### src/rtl/layer1_spike_dispatcher.sv
`default_nettype none
// ============================================================================
//  Module      : layer1_spike_dispatcher
//  Description : Drains the layer-1 input FIFO and turns each data word into a
//                spike event for the layer-1 neuron core (valid/ready).
//                Handles the end-of-timestep marker and its FIFO echo word,
//                and keeps per-timestep spike statistics.
//  Options     : ADDR_RANGE_CHECK_EN - when defined, words addressing a
//                neuron >= NUM_NEURONS are dropped and counted, and the
//                range_err / drop_count outputs are added.
//  Revision    : 1.0 - initial release
// ============================================================================
module layer1_spike_dispatcher #(
    parameter int               WIDTH       = 16,
    parameter int               ADDR_WIDTH  = 10,
    parameter int               NUM_NEURONS = 784,
    parameter int               TS_WIDTH    = 16,
    parameter int               CNT_WIDTH   = 11,
    parameter logic [WIDTH-1:0] EOT_MARK    = 16'hFAF1,
    parameter logic [WIDTH-1:0] ECHO_MARK   = 16'hF1FA
) (
    input  logic                  clk,
    input  logic                  rstn,
    input  logic                  enable,
    input  logic                  fifo_empty,
    output logic                  fifo_rd_en,
    input  logic [WIDTH-1:0]      fifo_rd_data,
    output logic                  spike_valid,
    input  logic                  spike_ready,
    output logic [ADDR_WIDTH-1:0] spike_addr,
    output logic                  ts_done,
    output logic [TS_WIDTH-1:0]   ts_count,
    output logic [CNT_WIDTH-1:0]  spike_count,
    output logic                  busy
`ifdef ADDR_RANGE_CHECK_EN
    ,
    output logic                  range_err,
    output logic [CNT_WIDTH-1:0]  drop_count
`endif
);

    typedef enum logic [2:0] {
        IDLE = 3'd0,
        WAIT = 3'd1,
        HOLD = 3'd2,
        EOT1 = 3'd3,
        EOT2 = 3'd4
    } state_t;

    localparam logic [CNT_WIDTH-1:0] CNT_MAX = {CNT_WIDTH{1'b1}};

    state_t                  state;
    state_t                  state_next;
    logic [CNT_WIDTH-1:0]    run_cnt;

    logic [ADDR_WIDTH-1:0]   word_addr;
    logic                    word_is_eot;
    logic                    word_is_echo;
    logic                    addr_ok;
    logic                    accept_word;
    logic                    handshake;

    assign word_addr    = fifo_rd_data[ADDR_WIDTH-1:0];
    assign word_is_eot  = (fifo_rd_data == EOT_MARK);
    assign word_is_echo = (fifo_rd_data == ECHO_MARK);

`ifdef ADDR_RANGE_CHECK_EN
    // One extra bit so NUM_NEURONS == 2**ADDR_WIDTH still compares correctly.
    localparam logic [ADDR_WIDTH:0] NEURON_LIMIT = (ADDR_WIDTH+1)'(NUM_NEURONS);
    assign addr_ok = ({1'b0, word_addr} < NEURON_LIMIT);
`else
    assign addr_ok = 1'b1;
`endif

    // A data word in WAIT becomes an event only if it is neither marker nor
    // echo and (when checked) addresses an existing neuron.
    assign accept_word = (state == WAIT) && !word_is_eot && !word_is_echo && addr_ok;
    assign handshake   = (state == HOLD) && spike_ready;

    assign ts_done = (state == EOT1);
    assign busy    = (state != IDLE);

    // State register.
    always_ff @(posedge clk or negedge rstn) begin
        if (!rstn) begin
            state <= IDLE;
        end else begin
            state <= state_next;
        end
    end

    // Next-state and FIFO read request; reads are only ever issued from IDLE,
    // which also keeps the two cycles after a marker free of reads.
    always_comb begin
        state_next = state;
        fifo_rd_en = 1'b0;
        case (state)
            IDLE: begin
                fifo_rd_en = enable && !fifo_empty;
                if (enable && !fifo_empty) begin
                    state_next = WAIT;
                end
            end
            WAIT: begin
                if (word_is_eot) begin
                    state_next = EOT1;
                end else if (accept_word) begin
                    state_next = HOLD;
                end else begin
                    state_next = IDLE;
                end
            end
            HOLD: begin
                if (spike_ready) begin
                    state_next = IDLE;
                end
            end
            EOT1:    state_next = EOT2;
            EOT2:    state_next = IDLE;
            default: state_next = IDLE;
        endcase
    end

    // Event output register: loaded from the sampled word, held until accepted.
    always_ff @(posedge clk or negedge rstn) begin
        if (!rstn) begin
            spike_valid <= 1'b0;
            spike_addr  <= '0;
        end else if (accept_word) begin
            spike_valid <= 1'b1;
            spike_addr  <= word_addr;
        end else if (handshake) begin
            spike_valid <= 1'b0;
        end
    end

    // Timestep statistics: running spike count, closed out on EOT1.
    always_ff @(posedge clk or negedge rstn) begin
        if (!rstn) begin
            run_cnt     <= '0;
            ts_count    <= '0;
            spike_count <= '0;
        end else if (state == EOT1) begin
            ts_count    <= ts_count + 1'b1;
            spike_count <= run_cnt;
            run_cnt     <= '0;
        end else if (handshake && (run_cnt != CNT_MAX)) begin
            run_cnt <= run_cnt + 1'b1;
        end
    end

`ifdef ADDR_RANGE_CHECK_EN
    // Out-of-range words: one-cycle error pulse and a sticky saturating count.
    always_ff @(posedge clk or negedge rstn) begin
        if (!rstn) begin
            range_err  <= 1'b0;
            drop_count <= '0;
        end else begin
            range_err <= (state == WAIT) && !word_is_eot && !word_is_echo && !addr_ok;
            if ((state == WAIT) && !word_is_eot && !word_is_echo && !addr_ok
                && (drop_count != CNT_MAX)) begin
                drop_count <= drop_count + 1'b1;
            end
        end
    end
`endif

endmodule
`default_nettype wire

### config.mk
export PLATFORM = sky130hd
export DESIGN_NAME = layer1_spike_dispatcher
export DESIGN_NICKNAME = d
export VERILOG_FILES = /design/src/rtl/layer1_spike_dispatcher.sv
export SDC_FILE = /design/constraint.sdc
export NUM_CORES = 1
export LEC_CHECK = 0
export BUFFER_PORTS_ARGS = -buffer_cell sky130_fd_sc_hd__buf_2
export CORE_UTILIZATION = 55
export DETAILED_ROUTE_END_ITERATION = 12
export PLACE_DENSITY = 0.83
export SLEW_MARGIN = 20
export SYNTH_ARGS = -nofsm -noshare
export SYNTH_HDL_FRONTEND = slang
export SYNTH_SLANG_ARGS = --single-unit
export TNS_END_PERCENT = 10
### constraint.sdc
create_clock -name clk -period 4.5 [get_ports clk]
set_input_delay 0.45 -clock clk [delete_from_list [all_inputs] [get_ports clk]]
set_output_delay 0.45 -clock clk [all_outputs]
set_load 0.01 [all_outputs]
==> Word-level counts from Yosys, hierarchy flattened <==
Index checks and enable logic that the tools add are counted.
{ "word_totals": {"register_bits": 52, "inputBits": 21, "output_inout_bits": 41} }
{ "classes": {"n_addsub": 2, "n_eq_ne": 8, "muxes": 10, "reduce_logical": 13} }
{ "op_table": {"columns": ["op", "n"], "rows": [
  ["$eq A16 B16 Y1 const B", 2],
  ["$mux W11", 2],
  ["$add A16 B1 Y16 const B", 1],
  ["$pmux W3 S4", 1],
  ["$add A11 B1 Y11 const B", 1],
  ["$ne A11 B11 Y1 const B", 1],
  ["$eq A3 B2 Y1 const B", 2],
  ["$mux W3", 2],
  ["$logic_and A1 B1 Y1", 5],
  ["$mux W2", 2],
  ["$ne A2 B2 Y1 const B", 2],
  ["$reduce_bool A2 Y1", 2],
  ["$eq A3 B1 Y1 const B", 1],
  ["$logic_not A1 Y1", 3],
  ["$logic_not A3 Y1", 1],
  ["$mux W1", 3],
  ["$reduce_bool A3 Y1", 1],
  ["$reduce_and A2 Y1", 1]
]} }

==> Logic depth before layout (Yosys ltp) <==
Gate-level depths: netlist of the first run.
{ "depth": {"ltp_word": 7, "ltp_mapped": 6, "depth_no_buf": 5} }

==> Worst setup path after synthesis of the first run <==
OpenSTA, ideal clock, no wires.
{ "synth_timing": {"kind": "input-to-reg", "startpoint": "in fifo_rd_data[1]", "endpoint": "reg spike_addr[1]", "t_arrival_ps": 1695, "t_required_ps": 4375, "slack_ps": 2679, "cell_stages": 5, "path_cell_list": "or4b_1 -> o22ai_2 -> a21boi_2 -> buf_6 -> mux2_4"} }
{ "synth_via": {"elab_chain_len": 4, "word_cells_on_any_way": 6} }
{ "synth_lines": {"columns": ["item", "line_no", "text"], "rows": [
  ["start: declaration", "27", "input logic [WIDTH-1:0] fifo_rd_data,"],
  ["$eq A16 B16 Y1", "64", "assign word_is_eot = (fifo_rd_data == EOT_MARK);"],
  ["$logic_not A1 Y1", "77", "assign accept_word = (state == WAIT) && !word_is_eot && !word_is_echo && addr_ok;"],
  ["$logic_and A1 B1 Y1 (2 in series)", "77", null],
  ["end signal: assignment", "131", "spike_addr <= word_addr;"],
  ["end: declaration", "30", "output logic [ADDR_WIDTH-1:0] spike_addr,"]
]} }
Parallel ways exist; a longest one is shown, timed or not.
A chain may end at the register's enable or synchronous reset.

==> Worst setup path in the final report of the first run <==
{ "layout_timing": {"startpoint": "reg state[1]", "endpoint": "out fifo_rd_en"} }
{ "layout_via": {"elab_chain_len": 2} }
{ "layout_lines": {"columns": ["item", "line_no", "text"], "rows": [
  ["start: declaration", "52", "state_t state;"],
  ["start signal: assignment", "88", "state <= state_next;"],
  ["$logic_not A3 Y1", "97", "case (state)"],
  ["$mux W1", "97", null],
  ["end: declaration", "26", "output logic fifo_rd_en,"]
]} }
Every way passes these cells.

==> results by group, run 1 <==
Floorplan
  – Die Footprint: roughly 4500 um2
  – Core area: roughly 4000 um2
  – Die Height: approximately 67 um
  – Initial Util: around 58%
  – Row Count: 23
  – Die width: 66.9 um
  – IO Count: 62

Yosys
  – Ranking of synthesized cells by area: dfrtp_1 (56%), nand2_1 (6.3%), mux2_4 (4.5%)
  – Cell count after synthesis: 207
  – Post-Synthesis Cell Area: 2320 um2
  – Area share of the largest cell type after synthesis: between 50 and 60%
  – Synth warn: 0
  – Syn_nets: between 200 and 250
  – Post-synthesis register bit count: 52
  – Syn Area/Cell: ~11 um2
  – Synth cell types: 45
  – Number of synthesized flops with an enable pin: 0
  – Sequential area share after synthesis: between 50% and 60%
  – Dominant synthesized flop cell: dfrtp_1
  – Async S/R FF share, synth: 100%
  – Yosys top cell by area: dfrtp_1

Worst setup path
  – Worst Path Max Fanout: 5
  – Worst Path Required: between 4 and 5 ns
  – Critical Path AT: between 1.5 and 2 ns
  – R2R depth: 3
  – Crit start category: flip-flop
  – Crit Path Category: flip-flop to primary output
  – Worst setup EP type: primary output

Detailed routing
  – Initial drt markers: about 160
  – DRT Pass-1 Iters: 4
  – Post-route antenna net violation count: 0
  – DR DRC count: 0
  – Via density: 5.40
  – DR vias: 1745
  – Post-DR wirelength/cell: 13.7 um
  – Final WL: ~4400 um

Clock network
  – Clock Tree Root: clkbuf_8
  – CTS tree: done
  – H-tree levels: 2
  – Clock Pin Slew Worst Setup and Hold Paths: 0.10 ns
  – Maximum clock path buffer count: 2
  – Setup bufs post-CTS: 0
  – TritonCTS Buffers: 5
  – Post-CTS resize count: 0
  – Clk sinks: 52
  – # hold bufs at CTS: 0
  – Worst-Skew Late Latency: 0.30 ns

GRT
  – Global-route wire length before repair: between 7000 and 8000 um
  – Global route total overflow: 0
  – Initial antenna violation count: 0
  – Vias in the first global route: about 1600
  – Largest net degree at the start of global routing: 53
  – Overall Global Routing Usage: 21.2%

Placed design
  – I/O Buffers: 61
  – DP HPWL: between 3000 and 4000 um
  – Placer Congestion: 0.735

STA
  – Highest Clock Rate: 474 MHz
  – Aggregate negative setup slack: 0 ns
  – Period minus WS final: around 2.1 ns
  – Slew headroom: roughly half
  – Final setup vio count: 0
  – Layout Skew: roughly 0.008 ns
  – Max-slew violations: 0
  – Final cycle utilization of the critical path: 46.9%
  – RSZ-0062 raised after global routing: no
  – Slew @ Worst Pin: about 0.76 ns
  – Final hold violation count: 0

Cells and area
  – Layout cells sized above 1: 31.5%
  – Final net count: around 300
  – Number of fill cells in the layout: between 300 and 400
  – Synth-to-Final Area Change: 22.2%
  – Ant. Diodes: 0

Pwr
  – Peak VDD IR: around 340 uV
  – Overall power: around 1.3 mW
  – PD cells: 476 nW/um2
  – Leak: approximately 1.4 nW

Flow run
  – Max_cap viols: 0

Run status
  – Status: completed

Hold path
  – Worst hold path class: primary input to async pin
-- sequential cells by signal, indices dropped and copies added, names as in the netlist --
signal       count
ts_count        16
spike_count     11
state            3
run_cnt         11
spike_valid      1
spike_addr      10
-- path summary, 6_finish.rpt --
check	start	to	slack (ns)
worst min-delay path	rstn	ts_count[15]	0.24
worst max register to register	state[1]	spike_addr[0]	2.47
worst max-delay path	state[1]	fifo_rd_en	2.39
worst min register to register	ts_count[15]	ts_count[15]	0.47
min in group clk	fifo_rd_data[4]	spike_addr[4]	0.39
max in group asynchronous	rstn	spike_count[7]	3.83
-- area by class of cell --
class                   count  area, um2  share of cell area (%)
inverters                  10       37.5                    1.32
clock buffers               5       68.8                    2.43
repair buffers             63        320                    11.3
flip-flops and latches     52       1300                    45.9
well taps                  50       62.6                    2.21
clock inverters             3       90.1                    3.18
multi-input cells         140        953                    33.6
-- cells by family (layout without fill, tap and decap cells) --
logic type,count (synthesis),after routing,share of synthesized area [%]
AOI/OAI and AO/OA,29,29,9.66
adders and majority gates,2,2,1.08
DFF,52,52,56.1
and+or+nand+nor,85,85,19.2
xor gates and xnor gates,15,15,5.67
buffers and inverters,15,81,2.75
muxes,9,9,5.50
-- metrics by stage --
stage / std cells / util (%) / worst slack (ns) / cell area (um2) / hold slack [ns]
after floorplan: 207 / - / 2.68 / 2320 / 0.154
after global placement: 315 / 66.4 / 2.52 / 2680 / 0.452
after detailed placement: 315 / 66.4 / 2.46 / 2680 / 0.457
after CTS: 323 / 70.3 / 2.37 / 2830 / 0.266
after global routing: 323 / 70.3 / 2.26 / 2830 / 0.292
final: 323 / 70.3 / 2.39 / 2830 / 0.240
-- critical path, cell delays in order, from the launching register on --
cell and delay [ns]:
dfrtp_1 0.42, or3_1 0.42, nor3b_1 0.33, buf_2 0.20
-- layout by cell type, fill, tap and decap left out, drive strengths merged, types with 2 or more instances in the layout --
cell type and count:
a311oi 2, nor3b 2, o41ai 3, o311ai 2
nor3 4, bufinv 3, nor4 2, buf 63
or4 2, o31ai 2, and3 4, nor2 5
o21ai 7, xor2 4, xnor2 11, ha 2
mux2 9, inv 10, nand4b 2, dfrtp 52
or2 2, clkbuf 5, nor4b 2, a21oi 5
nand2 39, a211oi 2, nand4 6, nand3 10
-- cells in the mapped netlist, types with 2 or more instances --
cell type  number
a211oi_1        2
a21oi_1         5
a311oi_1        2
and3_1          4
clkbuf_1        3
dfrtp_1        52
ha_1            2
inv_1           8
inv_2           2
mux2_1          2
mux2_4          7
nand2_1        39
nand3_1        10
nand4_1         6
nand4b_1        2
nor2_1          5
nor3_1          4
nor3b_1         2
nor4_1          2
o21ai_0         4
o21ai_1         3
o311ai_1        2
o31ai_1         2
o41ai_1         2
or4_1           2
xnor2_1        11
xor2_1          4
-- metal layers --
metal / vias up / track usage (%) / part of all wire, %
met4: 0 / 6.38 / 1.3
met5: - / 0 / 0
met1: 834 / 27.6 / 46
met2: 41 / 34.3 / 49
met3: 6 / 5.48 / 3.5
li1: 864 / - / -
-- power by group --
group | internal (mW) | switching (mW)
logic | 0.144 | 0.142
registers | 0.558 | 0.0762
clock network | 0.278 | 0.151
total | 0.980 | 0.369
No activity file was read; power rests on OpenSTA's default activity.
==> run 2: changes to the inputs <==
--- a/config.mk
+++ b/config.mk
@@ -6,9 +6,9 @@
 export NUM_CORES = 1
 export LEC_CHECK = 0
 export BUFFER_PORTS_ARGS = -buffer_cell sky130_fd_sc_hd__buf_2
-export CORE_UTILIZATION = 55
+export CORE_UTILIZATION = 52
 export DETAILED_ROUTE_END_ITERATION = 12
-export PLACE_DENSITY = 0.83
+export PLACE_DENSITY = 0.79
 export SLEW_MARGIN = 20
 export SYNTH_ARGS = -nofsm -noshare
 export SYNTH_HDL_FRONTEND = slang
==> constraint.sdc (replaced) <==
create_clock -name clk -period 2 [get_ports clk]
set_input_delay 0.2 -clock clk [delete_from_list [all_inputs] [get_ports clk]]
set_output_delay 0.2 -clock clk [all_outputs]
set_load 0.01 [all_outputs]
==> results by group, run 2 (synthesis gave the netlist of run 1 again) <==
Pwr
  – Peak VDD IR: between 400 and 500 uV
  – Net Switching: around 0.8 mW
  – Switch share: a little under a third
  – Clk pwr share: 22.8%
  – Gate power share: 24.2%
  – P_int: 1.86 mW
  – Leak: around 1.4 nW
  – PD cells: ~950 nW/um2
  – Seq pwr share: between 50% and 60%

Flow run
  – Max_cap viols: 0

Worst setup path
  – Worst path max stage delay: roughly 0.65 ns
  – Critical Path AT: a little over 2 ns
  – Worst Path Max Fanout: 12
  – Cells along the critical path: nor3b_1 > a21boi_2 > mux2_1
  – Crit start category: flip-flop
  – CP max-delay cell: a21boi_2
  – Worst setup EP type: flip-flop
  – Crit Path Category: flip-flop to flip-flop
  – Worst Path Required: roughly 2.2 ns

Floorplan
  – Die Footprint: around 4700 um2
  – Die Height: 68.8 um
  – Initial Util: between 50% and 60%
  – Die width: slightly below 70 um
  – Row Count: 23
  – Core area: a little over 4000 um2
  – IO Count: between 60 and 70

STA
  – Worst hold margin: between 0.1 and 0.15 ns
  – Period minus WS final: between 1.5 and 2 ns
  – Aggregate negative setup slack: 0 ns
  – Final setup vio count: 0
  – Highest Clock Rate: roughly 540 MHz
  – Max-slew violations: 0
  – Final cycle utilization of the critical path: between 90% and 100%
  – Final hold violation count: 0
  – Slew @ Worst Pin: around 0.74 ns
  – RSZ-0062 raised after global routing: no
  – Layout Skew: around 0.0062 ns
  – Slew headroom: between 50% and 60%

Placed design
  – DP HPWL: ~3000 um
  – Placer Congestion: roughly 0.73
  – I/O Buffers: 61

GRT
  – Initial antenna violation count: 0
  – Vias in the first global route: 1583
  – Global route total overflow: 0
  – Met1 usage: between 20% and 30%
  – Global routing usage on met2: roughly 33%
  – GRT met3 Usage: roughly 5.3%
  – Global-route wire length before repair: 6870 um
  – Global routing's busiest layer: met2
  – Largest net degree at the start of global routing: between 50 and 60
  – Overall Global Routing Usage: between 20% and 30%

Cells and area
  – Number of fill cells in the layout: 330
  – Final net count: about 300
  – Ant. Diodes: 0
  – Reg area: between 1000 and 1500 um2
  – Layout cells sized above 1: roughly 32%
  – Most flops, register: ts_count
  – Most frequent cells in the layout: buf_2 (61), dfrtp_1 (52), nand2_1 (39)
  – Synth-to-Final Area Change: 21.3%
  – Most common cell after layout, fill and taps aside: buf_2
  – Largest regs: ts_count (16), run_cnt (11), spike_count (11)
  – Footprint of the multi-input gates: approximately 950 um2
  – Max FFs per register: 16

Detailed routing
  – Initial drt markers: 74
  – Post-route antenna net violation count: 0
  – DR vias: 1767
  – Via density: between 5 and 6
  – DR DRC count: 0
  – Final WL: around 4300 um
  – Post-DR wirelength/cell: about 13 um
  – DRT Pass-1 Iters: 4

Clock network
  – TritonCTS Buffers: 5
  – Clk sinks: 52
  – Maximum clock path buffer count: 2
  – Clock Pin Slew Worst Setup and Hold Paths: about 0.090 ns
  – Clock Tree Root: clkbuf_8
  – CTS tree: done
  – Worst-Skew Late Latency: around 0.3 ns
  – H-tree levels: 2
  – Setup bufs post-CTS: 0

Run status
  – Status: completed

Hold path
  – Worst hold path class: primary input to flip-flop
[run 2: what timing repair did]
item | in CTS | in global routing
hold buffers | 1 | 0
gates resized for setup | 0 | 0
hold endpoints to repair | 52 | 0
[run 2: final timing paths]
kind	startpoint	end	slack, ns	depth (start not counted)
min	fifo_rd_data[2]	spike_addr[2]	0.13	3
max reg2reg	state[1]	spike_addr[9]	0.16	3
min reg2reg	ts_count[15]	ts_count[15]	0.47	1
min in group asynchronous	rstn	spike_count[7]	0.45	3
max	state[1]	spike_addr[9]	0.16	3
max in group asynchronous	rstn	run_cnt[5]	1.33	3
[run 2: critical path: cells and delay by family (launching register included)]
family	cells	cell delay, ns
AO/OA/AOI/OAI	1	0.65
flip-flops	1	0.42
multiplexers	1	0.38
AND/OR/NAND/NOR	1	0.27
[run 2: per-layer routing]
layer  share of wire, %  vias to the layer above
met5                  0                        -
met4                1.5                        0
met3                3.4                        5
met2                 49                       43
met1                 46                      847
li1                   -                      872
[run 2: area by class of cell]
| type | instances | share of cell area, % |
|---|---|---|
| Tap cell | 50 | 2.22 |
| Clock inverter | 2 | 0.356 |
| Sequential cell | 52 | 46.3 |
| Timing Repair Buffer | 67 | 13.0 |
| Multi-Input combinational cell | 140 | 33.9 |
| Inverter | 10 | 1.33 |
| Clock buffer | 6 | 2.94 |
[run 2: stage by stage]
stage / cells / total power, mW / area (um2) / worst slack, ns / utilization [%]
2_1_floorplan: 207 / 1.81 / 2320 / 0.421 / -
3_3_place_gp: 318 / 2.08 / 2710 / 0.221 / 65.4
3_5_place_dp: 318 / 2.09 / 2710 / 0.140 / 65.4
4_1_cts: 327 / 2.71 / 2810 / 0.116 / 67.9
5_1_grt: 327 / 2.86 / 2810 / 0.00940 / 67.9
6_report: 327 / 2.68 / 2810 / 0.162 / 67.9
[run 2: power by group through the flow]
stage | clock network (mW) | logic (mW) | registers (mW)
finish | 0.610 | 0.649 | 1.42
global route | 0.673 | 0.735 | 1.45
CTS | 0.630 | 0.660 | 1.42
detailed placement | 0 | 0.659 | 1.44
global placement | 0 | 0.644 | 1.43
floorplan | 0 | 0.314 | 1.49
==> run 3: changes to the inputs <==
--- a/config.mk
+++ b/config.mk
@@ -6,9 +6,10 @@
 export NUM_CORES = 1
 export LEC_CHECK = 0
 export BUFFER_PORTS_ARGS = -buffer_cell sky130_fd_sc_hd__buf_2
-export CORE_UTILIZATION = 52
+export CORE_UTILIZATION = 54
+export CTS_BUF_LIST = sky130_fd_sc_hd__clkbuf_4
 export DETAILED_ROUTE_END_ITERATION = 12
-export PLACE_DENSITY = 0.79
+export PLACE_DENSITY = 0.82
 export SLEW_MARGIN = 20
 export SYNTH_ARGS = -nofsm -noshare
 export SYNTH_HDL_FRONTEND = slang
==> results by group, run 3 (synthesis gave the netlist of run 1 again) <==
Worst setup path
  – R2R Setup Slk: between 0.1 and 0.15 ns
  – R2r endpoint: spike_addr[0]
  – Worst Setup SP: state[1]
  – Worst path max stage delay: between 0.6 and 0.7 ns
  – R2R depth: 3
  – CP max-delay cell: a21boi_2
  – Worst Path Max Fanout: 12
  – Crit Path Category: flip-flop to flip-flop
  – Worst Path Required: around 2.3 ns
  – Crit start category: flip-flop
  – Worst setup EP type: flip-flop
  – Cells along the critical path: nor3b_1 > a21boi_2 > mux2_1
  – Critical Path AT: 2.15 ns
  – R2R Path Start: state[1]

STA
  – Layout Skew: around 0.008 ns
  – Final cycle utilization of the critical path: a little over nine tenths
  – Slew @ Worst Pin: 0.742 ns
  – Aggregate negative setup slack: 0 ns
  – Final hold violation count: 0
  – Highest Clock Rate: roughly 530 MHz
  – Final worst slack: ~0.13 ns
  – Final setup vio count: 0
  – Slew headroom: 50.3%
  – Max-slew violations: 0
  – Period minus WS final: between 1.5 and 2 ns

Detailed routing
  – DR DRC count: 0
  – Post-DR wirelength/cell: 13.3 um
  – Via density: approximately 5.4
  – DR vias: 1784
  – Post-route antenna net violation count: 0
  – DRT Pass-1 Iters: 4
  – Final WL: between 4000 and 5000 um
  – Initial drt markers: 100

Cells and area
  – Most flops, register: ts_count
  – Max FFs per register: 16
  – Final net count: about 300
  – Ant. Diodes: 0
  – Most common cell after layout, fill and taps aside: buf_2
  – Number of fill cells in the layout: between 300 and 400
  – Most frequent cells in the layout: buf_2 (61), dfrtp_1 (52), nand2_1 (39)
  – Largest regs: ts_count (16), run_cnt (11), spike_count (11)
  – Layout cells sized above 1: approximately 33%
  – Util after Layout: between 60% and 70%
  – Synth-to-Final Area Change: 22.2%

Clock network
  – Worst-Skew Late Latency: ~0.38 ns
  – Clk sinks: 52
  – H-tree levels: 2
  – TritonCTS Buffers: 5
  – Maximum clock path buffer count: 2
  – CTS tree: done
  – Clock Tree Root: clkbuf_4
  – Clock Pin Slew Worst Setup and Hold Paths: between 0.1 and 0.15 ns

Pwr
  – Leak: between 1 and 1.5 nW
  – Peak VDD IR: 798 uV
  – PD cells: about 950 nW/um2

Placed design
  – Placer Congestion: 0.784
  – Placement Setup Slack: approximately 0.17 ns
  – DP HPWL: roughly 3300 um
  – I/O Buffers: between 60 and 70

GRT
  – Global route total overflow: 0
  – Initial antenna violation count: 0
  – Global-route wire length before repair: approximately 7000 um
  – Overall Global Routing Usage: around a fifth
  – Vias in the first global route: 1600
  – Largest net degree at the start of global routing: 29

Run status
  – Status: completed

Flow run
  – Max_cap viols: 0

Hold path
  – Hold Path Sink: spike_addr[9]
  – Hold path cells: 2
  – Worst hold path class: primary input to flip-flop
  – Hold wc startpoint: fifo_rd_data[9]

Floorplan
  – Die Height: 67.5 um
  – IO Count: 62
  – Row Count: 23
  – Die Footprint: 4560 um2
  – Core area: just over 4000 um2
  – Die width: 67.5 um
  – Initial Util: roughly 57%
-- run 3: changes by cell type in the layout (fill, tap and decap cells not counted) --
cell / change
nor3b_1: -1
inv_6: +1
nor3b_2: +1
clkbuf_4: +5
buf_4: +3
inv_4: +1
bufinv_16: +1
clkbuf_8: -6
clkinvlp_4: +1
clkinv_2: -2
inv_2: -1
-- run 3: report_power, final --
part | switching, mW | leakage [nW] | internal, mW | total [mW]
Sequential | 0.169 | 0.690 | 1.25 | 1.42
Clock | 0.336 | 0.0418 | 0.267 | 0.604
Combinational | 0.328 | 0.705 | 0.338 | 0.666
Total | 0.833 | 1.44 | 1.86 | 2.69
-- run 3: worst max-delay path, delay by kind of cell, from the launching register on --
family,cells,cell delay [ns]
AO/OA/AOI/OAI,1,0.66
flip-flops,1,0.44
multiplexers,1,0.39
AND/OR/NAND/NOR,1,0.29
-- run 3: repair_timing --
action                                  4_1_cts  5_1_grt
setup buffers                                 0        3
hold buffers                                  1        0
gates resized for setup                       2        0
hold endpoints to repair                     24        0
endpoints found under the setup margin        2        1
pin swaps                                     0        0
-- run 3: worst max-delay path by stage --
stage | slack (ns) | end | cells past startpoint
4_1_cts | 0.03 | ts_done | 4
3_5_place_dp | 0.17 | spike_addr[0] | 3
5_1_grt | -0.01 | ts_done | 4
6_report | 0.13 | spike_addr[0] | 3
2_1_floorplan | 0.42 | run_cnt[7] | 4
3_3_place_gp | 0.22 | spike_addr[9] | 3
-- run 3: final cells by class --
type                    instances  area [um2]  area share (%)
well taps                      50        62.6            2.21
inverters                      10        40.0            1.41
clock buffers                   5        37.5            1.32
repair buffers                 70         388            13.7
clock inverters                 3        46.3            1.63
multi-input cells             140         958            33.8
flip-flops and latches         52        1300            45.9
-- run 3: per-layer routing --
layer  vias to the layer above  global-route usage (%)  routed length (um)  share of wire [%]
met1                       844                    25.8                1950                 44
li1                        886                       -                   -                  -
met5                         -                       0                   0                  0
met3                        13                    3.72                 151                3.4
met2                        41                    34.0                2170                 49
met4                         0                    12.8                 133                3.0
-- run 3: stage by stage --
step / power (mW) / instances / hold slack [ns] / area (um2)
finish: 2.69 / 330 / 0.0506 / 2830
floorplan: 1.81 / 207 / -0.0956 / 2320
detailed placement: 2.10 / 318 / 0.222 / 2710
global route: 2.87 / 330 / 0.0208 / 2830
CTS: 2.72 / 327 / 0.0384 / 2810
global placement: 2.07 / 318 / 0.215 / 2710
